[src/rtl/mem_arb_pkg.sv]
// Shared types and constants for the two-master memory / output-register arbiter.
// Region codes come from address bits [15:12].
package mem_arb_pkg;

    localparam logic [3:0] REGION_MEM = 4'h0;
    localparam logic [3:0] REGION_OUT = 4'h1;

    // 0 = multicycle CPU, 1 = line-drawing engine
    typedef logic port_t;

    typedef enum logic [1:0] {
        SRC_MEM,
        SRC_OUT,
        SRC_NONE
    } src_e;

    function automatic src_e decode_src(input logic [3:0] region);
        src_e src;
        case (region)
            REGION_MEM: src = SRC_MEM;
            REGION_OUT: src = SRC_OUT;
            default:    src = SRC_NONE;
        endcase
        return src;
    endfunction

endpackage

[src/rtl/rr_arbiter2.sv]
// Two-port round-robin arbiter with a same-cycle grant.
// The last-grant pointer moves only when a grant is issued, which always means a transfer is accepted.
module rr_arbiter2
    import mem_arb_pkg::*;
(
    input  logic       clk_i,
    input  logic       rst_i,
    input  logic [1:0] req_i,
    input  logic       en_i,
    output logic [1:0] gnt_o,
    output port_t      last_o
);

    port_t last_q;

    always_comb begin
        gnt_o = 2'b00;
        if (en_i) begin
            case (req_i)
                2'b01:   gnt_o = 2'b01;
                2'b10:   gnt_o = 2'b10;
                // On a tie, grant the port that was not granted most recently.
                2'b11:   gnt_o = last_q ? 2'b01 : 2'b10;
                default: gnt_o = 2'b00;
            endcase
        end
    end

    always_ff @(posedge clk_i) begin
        if (rst_i) begin
            last_q <= 1'b1;
        end else if (|gnt_o) begin
            last_q <= gnt_o[1];
        end
    end

    assign last_o = last_q;

endmodule

[src/rtl/mem_arbiter.sv]
// Shares the 128x16 memory and the write-only output register between the CPU (port 0)
// and the line engine (port 1). Read data returns one cycle after acceptance.
module mem_arbiter
    import mem_arb_pkg::*;
#(
    parameter int unsigned MEM_AW = 7
) (
    input  logic              i_Clock,
    input  logic              i_Reset,
    input  logic [1:0]        i_Req,
    input  logic [1:0]        i_We,
    input  logic [15:0]       i_Addr0,
    input  logic [15:0]       i_Addr1,
    input  logic [15:0]       i_Wdata0,
    input  logic [15:0]       i_Wdata1,
    output logic [1:0]        o_Gnt,
    output logic [1:0]        o_Rvalid,
    output logic [15:0]       o_Rdata,
    output logic [MEM_AW-1:0] o_Mem_Addr,
    output logic [15:0]       o_Mem_Data,
    output logic              o_Mem_Wren,
    input  logic [15:0]       i_Mem_Q,
    output logic [15:0]       o_Data
);

    logic [1:0]  gnt;
    logic        accept;
    port_t       sel;
    port_t       unused_last;
    logic [15:0] addr;
    logic [15:0] wdata;
    logic        we;
    src_e        src;
    logic        unused_addr;

    logic [15:0] data_q;
    logic [1:0]  rvalid_q;
    src_e        src_q;

    rr_arbiter2 u_arb (
        .clk_i  (i_Clock),
        .rst_i  (i_Reset),
        .req_i  (i_Req),
        .en_i   (~i_Reset),
        .gnt_o  (gnt),
        .last_o (unused_last)
    );

    assign o_Gnt  = gnt;
    assign accept = |gnt;
    // With no grant, sel is 0 so the memory bus idles on port 0's inputs.
    assign sel    = gnt[1];

    always_comb begin
        addr  = sel ? i_Addr1  : i_Addr0;
        wdata = sel ? i_Wdata1 : i_Wdata0;
        we    = sel ? i_We[1]  : i_We[0];
        src   = decode_src(addr[15:12]);
    end

    // Bits between the word index and the region field are ignored, so addresses alias.
    assign unused_addr = ^addr[11:MEM_AW];

    assign o_Mem_Addr = addr[MEM_AW-1:0];
    assign o_Mem_Data = wdata;
    assign o_Mem_Wren = accept & we & (src == SRC_MEM);

    always_ff @(posedge i_Clock) begin
        if (i_Reset) begin
            data_q   <= 16'h0000;
            rvalid_q <= 2'b00;
            src_q    <= SRC_NONE;
        end else begin
            if (accept && we && (src == SRC_OUT)) begin
                data_q <= wdata;
            end
            rvalid_q <= (accept && !we) ? gnt : 2'b00;
            if (accept && !we) begin
                src_q <= src;
            end
        end
    end

    // A read never coincides with a write, so data_q here is still the value seen at the accept edge.
    always_comb begin
        case (src_q)
            SRC_MEM: o_Rdata = i_Mem_Q;
            SRC_OUT: o_Rdata = data_q;
            default: o_Rdata = 16'h0000;
        endcase
    end

    assign o_Rvalid = rvalid_q;
    assign o_Data   = data_q;

endmodule

[config.mk]
export PLATFORM = sky130hd
export DESIGN_NAME = mem_arbiter
export DESIGN_NICKNAME = d
export VERILOG_FILES = /design/src/rtl/mem_arb_pkg.sv /design/src/rtl/rr_arbiter2.sv /design/src/rtl/mem_arbiter.sv
export SDC_FILE = /design/constraint.sdc
export NUM_CORES = 1
export LEC_CHECK = 0
export BUFFER_PORTS_ARGS = -buffer_cell sky130_fd_sc_hd__buf_2
export CAP_MARGIN = 20
export CORE_UTILIZATION = 39
export CTS_CLUSTER_DIAMETER = 40
export DETAILED_ROUTE_END_ITERATION = 6
export HOLD_SLACK_MARGIN = 0.1
export PLACE_DENSITY = 0.85
export RECOVER_POWER = 25
export SYNTH_ARGS = -nofsm -noshare
export SYNTH_HDL_FRONTEND = slang
export SYNTH_SLANG_ARGS = --single-unit
[constraint.sdc]
create_clock -name i_Clock -period 2 [get_ports i_Clock]
set_clock_uncertainty 0.05 [all_clocks]
set_input_delay 0.2 -clock i_Clock [delete_from_list [all_inputs] [get_ports i_Clock]]
set_output_delay 0.2 -clock i_Clock [all_outputs]
set_load 0.005 [all_outputs]
==> impl_results.md <==
* Outcome: finished, final reports clean
* Die H at slightly below 70 µm
* Synth top area share at between 20% and 30%
* CTS tree: built
* Starting Density at 42.0%
* Setup violations, final at 0
* Drt first pass iters at 4
* WP data arrival at around 1600 ps
* R2R setup slack at 250 ps
* Post-route ant nets at 0
* Post-Synth XOR/XNOR Area at 0%
* Layout cells sized above 1 at between 50% and 60%
* Setup crit end kind: output pin
* Max-Cap Viols at 0
* Layout area overhead at 46.4%
* Pwr per Cell Area at around 420 mW/mm²
* Post-route cell area at 0.00253 mm²
* Worst Path Required at 1750 ps
* Simple-gate area share of the yosys netlist at between 20% and 30%
* Min-delay src: i_Req[1]
* Vias in the first global route at ~1700
* Post-synthesis adder-cell area fraction at 0%
* Clock root buffer: clkbuf_8
* Sequential element share of the synthesized area at 24.3%
* Worst slew pin tran at just under 700 ps
* Mapped Nets at 289
* CP Max Fanout at 11
* First-pass GRT wire length at ~7.3 mm
* Synth Instances at 203
* Static leakage at 0.00126 µW
* Core area at between 0.004 and 0.005 mm²
* DR WL/cell at between 10 and 15 µm
* Post-Syn Area at around 0.0017 mm²
* Die area at roughly 0.0047 mm²
* Num rows at 23
* Via count at a little under 2000
* Slew Viols, Final at 0
* Largest family of logic cells by synthesized area: multiplexers
* Critical R2R Launch: u_arb.last_o
* Diodes inserted at 0
* Average size of a mapped cell at 8.52 µm²
* H-Tree Level Count at 1
* Compound-gate portion of the synthesized area at between 10% and 20%
* Max Freq at around 530 MHz
* Yosys cell types at 30
* Post-Route WL at between 5 and 6 mm
* Port Buffers at around 140
* CTS clk-pin slew, worst paths at roughly 80 ps
* GRT Total Usage at approximately a fifth
* Dominant cell type by area after synthesis: dfxtp_1
* Final setup TNS at 0 ps
* Final routed DRC violation total at 0
* R2r worst-path depth at 5
* Setup bufs post-CTS at 0
* CTS Buf Count at 3
* Via density at approximately 5.0
* Dpl hpwl at 3.94 mm
* RSZ-0062 raised after global routing: no
* Synth Register Bits at 21
* # nets final at approximately 430
* Clock sink total at 21
* Mux contribution to synthesized area at a little under two fifths
* Clock latency at the later pin of the worst-skew pair at approximately 260 ps
* DRT iter0 DRCs at 97
* CP Launch Type: register
* Largest net degree at the start of global routing at 23
* Ports at ~150
* VDD IR max at ~230 µV
* Synth Warn # at 0
* Period Utilization, post-route at between 90% and 100%
* Placed cell area at roughly 0.0025 mm²
* Top cells by area, synth: dfxtp_1, mux2_2, mux2i_1, mux2_4, nand2_1
* Total grt overflow at 0
* Initial antenna violation count at 0
* Post-route minimum period at around 1900 ps
* Max_slew headroom at a little over half
* Final hold vios at 0
* Hold Crit Depth at 3
* Die width at between 60 and 70 µm
* Worst Hold Class: in2reg
* Critical path class: reg2out
* R2R Path End: o_Data[11]
* WHS Endpoint: u_arb.last_o
* Clock tree buffer depth at 2
* Routability cong. at 0.785
[critical path, cell delays in order, from the launching register on]
cell      delay, ps
dfxtp_2         360
a21boi_4        200
nand2_2         170
buf_4           230
mux2_2          280
buf_2           130
[report_power, final]
group          leakage (µW)  switching, µW  internal, µW
clock             0.0000255            150           139
sequential         0.000170           13.9           425
combinational       0.00107            155           180
[how the worst max path moves through the flow]
stage	endpoint	cells past startpoint	start
after global routing	o_Mem_Wren	6	u_arb.last_o
after floorplan	o_Data[0]	6	u_arb.last_o
final	o_Mem_Data[4]	5	u_arb.last_o
after detailed placement	o_Data[10]	6	i_Req[0]
after CTS	o_Mem_Wren	6	u_arb.last_o
after global placement	o_Data[9]	6	i_Req[0]
[kinds of logic after synthesis]
group,after synthesis
AO/OA/AOI/OAI,30
AND/OR/NAND/NOR,78
buffers and inverters,19
multiplexers,55
flip-flops,21
[stage by stage]
| step | instances | setup WS, ps | hold slack (ps) | power (µW) | utilization, % |
|---|---|---|---|---|---|
| 6_report | 388 | 115 | 160 | 1060 | 61.5 |
| 3_3_place_gp | 383 | 230 | 357 | 766 | 60.0 |
| 4_1_cts | 388 | 27.6 | 153 | 1070 | 61.4 |
| 5_1_grt | 388 | 7.77 | 182 | 1140 | 61.5 |
| 2_1_floorplan | 203 | 240 | 234 | 609 | - |
| 3_5_place_dp | 383 | 215 | 373 | 775 | 60.0 |
[metal layers]
| metal | vias to the layer above | GRT usage [%] | part of all wire, % | wire [µm] |
|---|---|---|---|---|
| li1 | 971 | - | - | - |
| met1 | 902 | 24.7 | 43 | 2250 |
| met2 | 72 | 38.0 | 50 | 2580 |
| met3 | 10 | 2.96 | 5.1 | 263 |
| met4 | 0 | 7.03 | 1.8 | 95 |
| met5 | - | 0 | 0 | 0 |
[final cells by class]
type,instances,area (µm²)
multi-input combinational,163,1220
inverter,4,15.0
clock buffer,3,41.3
tap,50,62.6
clock inverter,1,5.00
timing repair buffer,146,768
sequential,21,422
fill,372,1580
[registers in the layout, summed over array words and instances (netlist names)]
name          cells
o_Data           16
o_Rvalid          2
src_q             2
u_arb.last_o      1
[placed cells by master (no fill, tap or decap), types with 8 or more instances in the layout]
cell type | Yosys | final
nor2_1 | 18 | 18
a21oi_1 | 17 | 17
dfxtp_1 | 21 | 20
mux2_4 | 10 | 10
buf_4 | 0 | 8
mux2_2 | 29 | 29
clkbuf_1 | 7 | 10
buf_2 | 5 | 125
nand2_1 | 37 | 36
mux2i_1 | 16 | 16
nor2b_1 | 16 | 16
[cell usage after synthesis, drive strengths merged]
cell and instances:
a21boi 1, o211ai 2, a32oi 2, a21bo 1, or3 1, mux2i 16, nand2 37, and3 1
o21a 1, a211oi 1, o32a 1, nand4 1, clkbuf 7, inv 4, a21oi 17, mux2 39
nand2b 1, o21ai 3, a21o 1, nor3 3, buf 8, dfxtp 21, nor2b 16, nor2 18
[timing repair]
action                                  CTS  global route
gates resized for setup                   1             5
endpoints found under the setup margin   21            21
hold buffers                              1             0
hold endpoints to repair                  1             0
No activity file was read; power rests on OpenSTA's default activity.
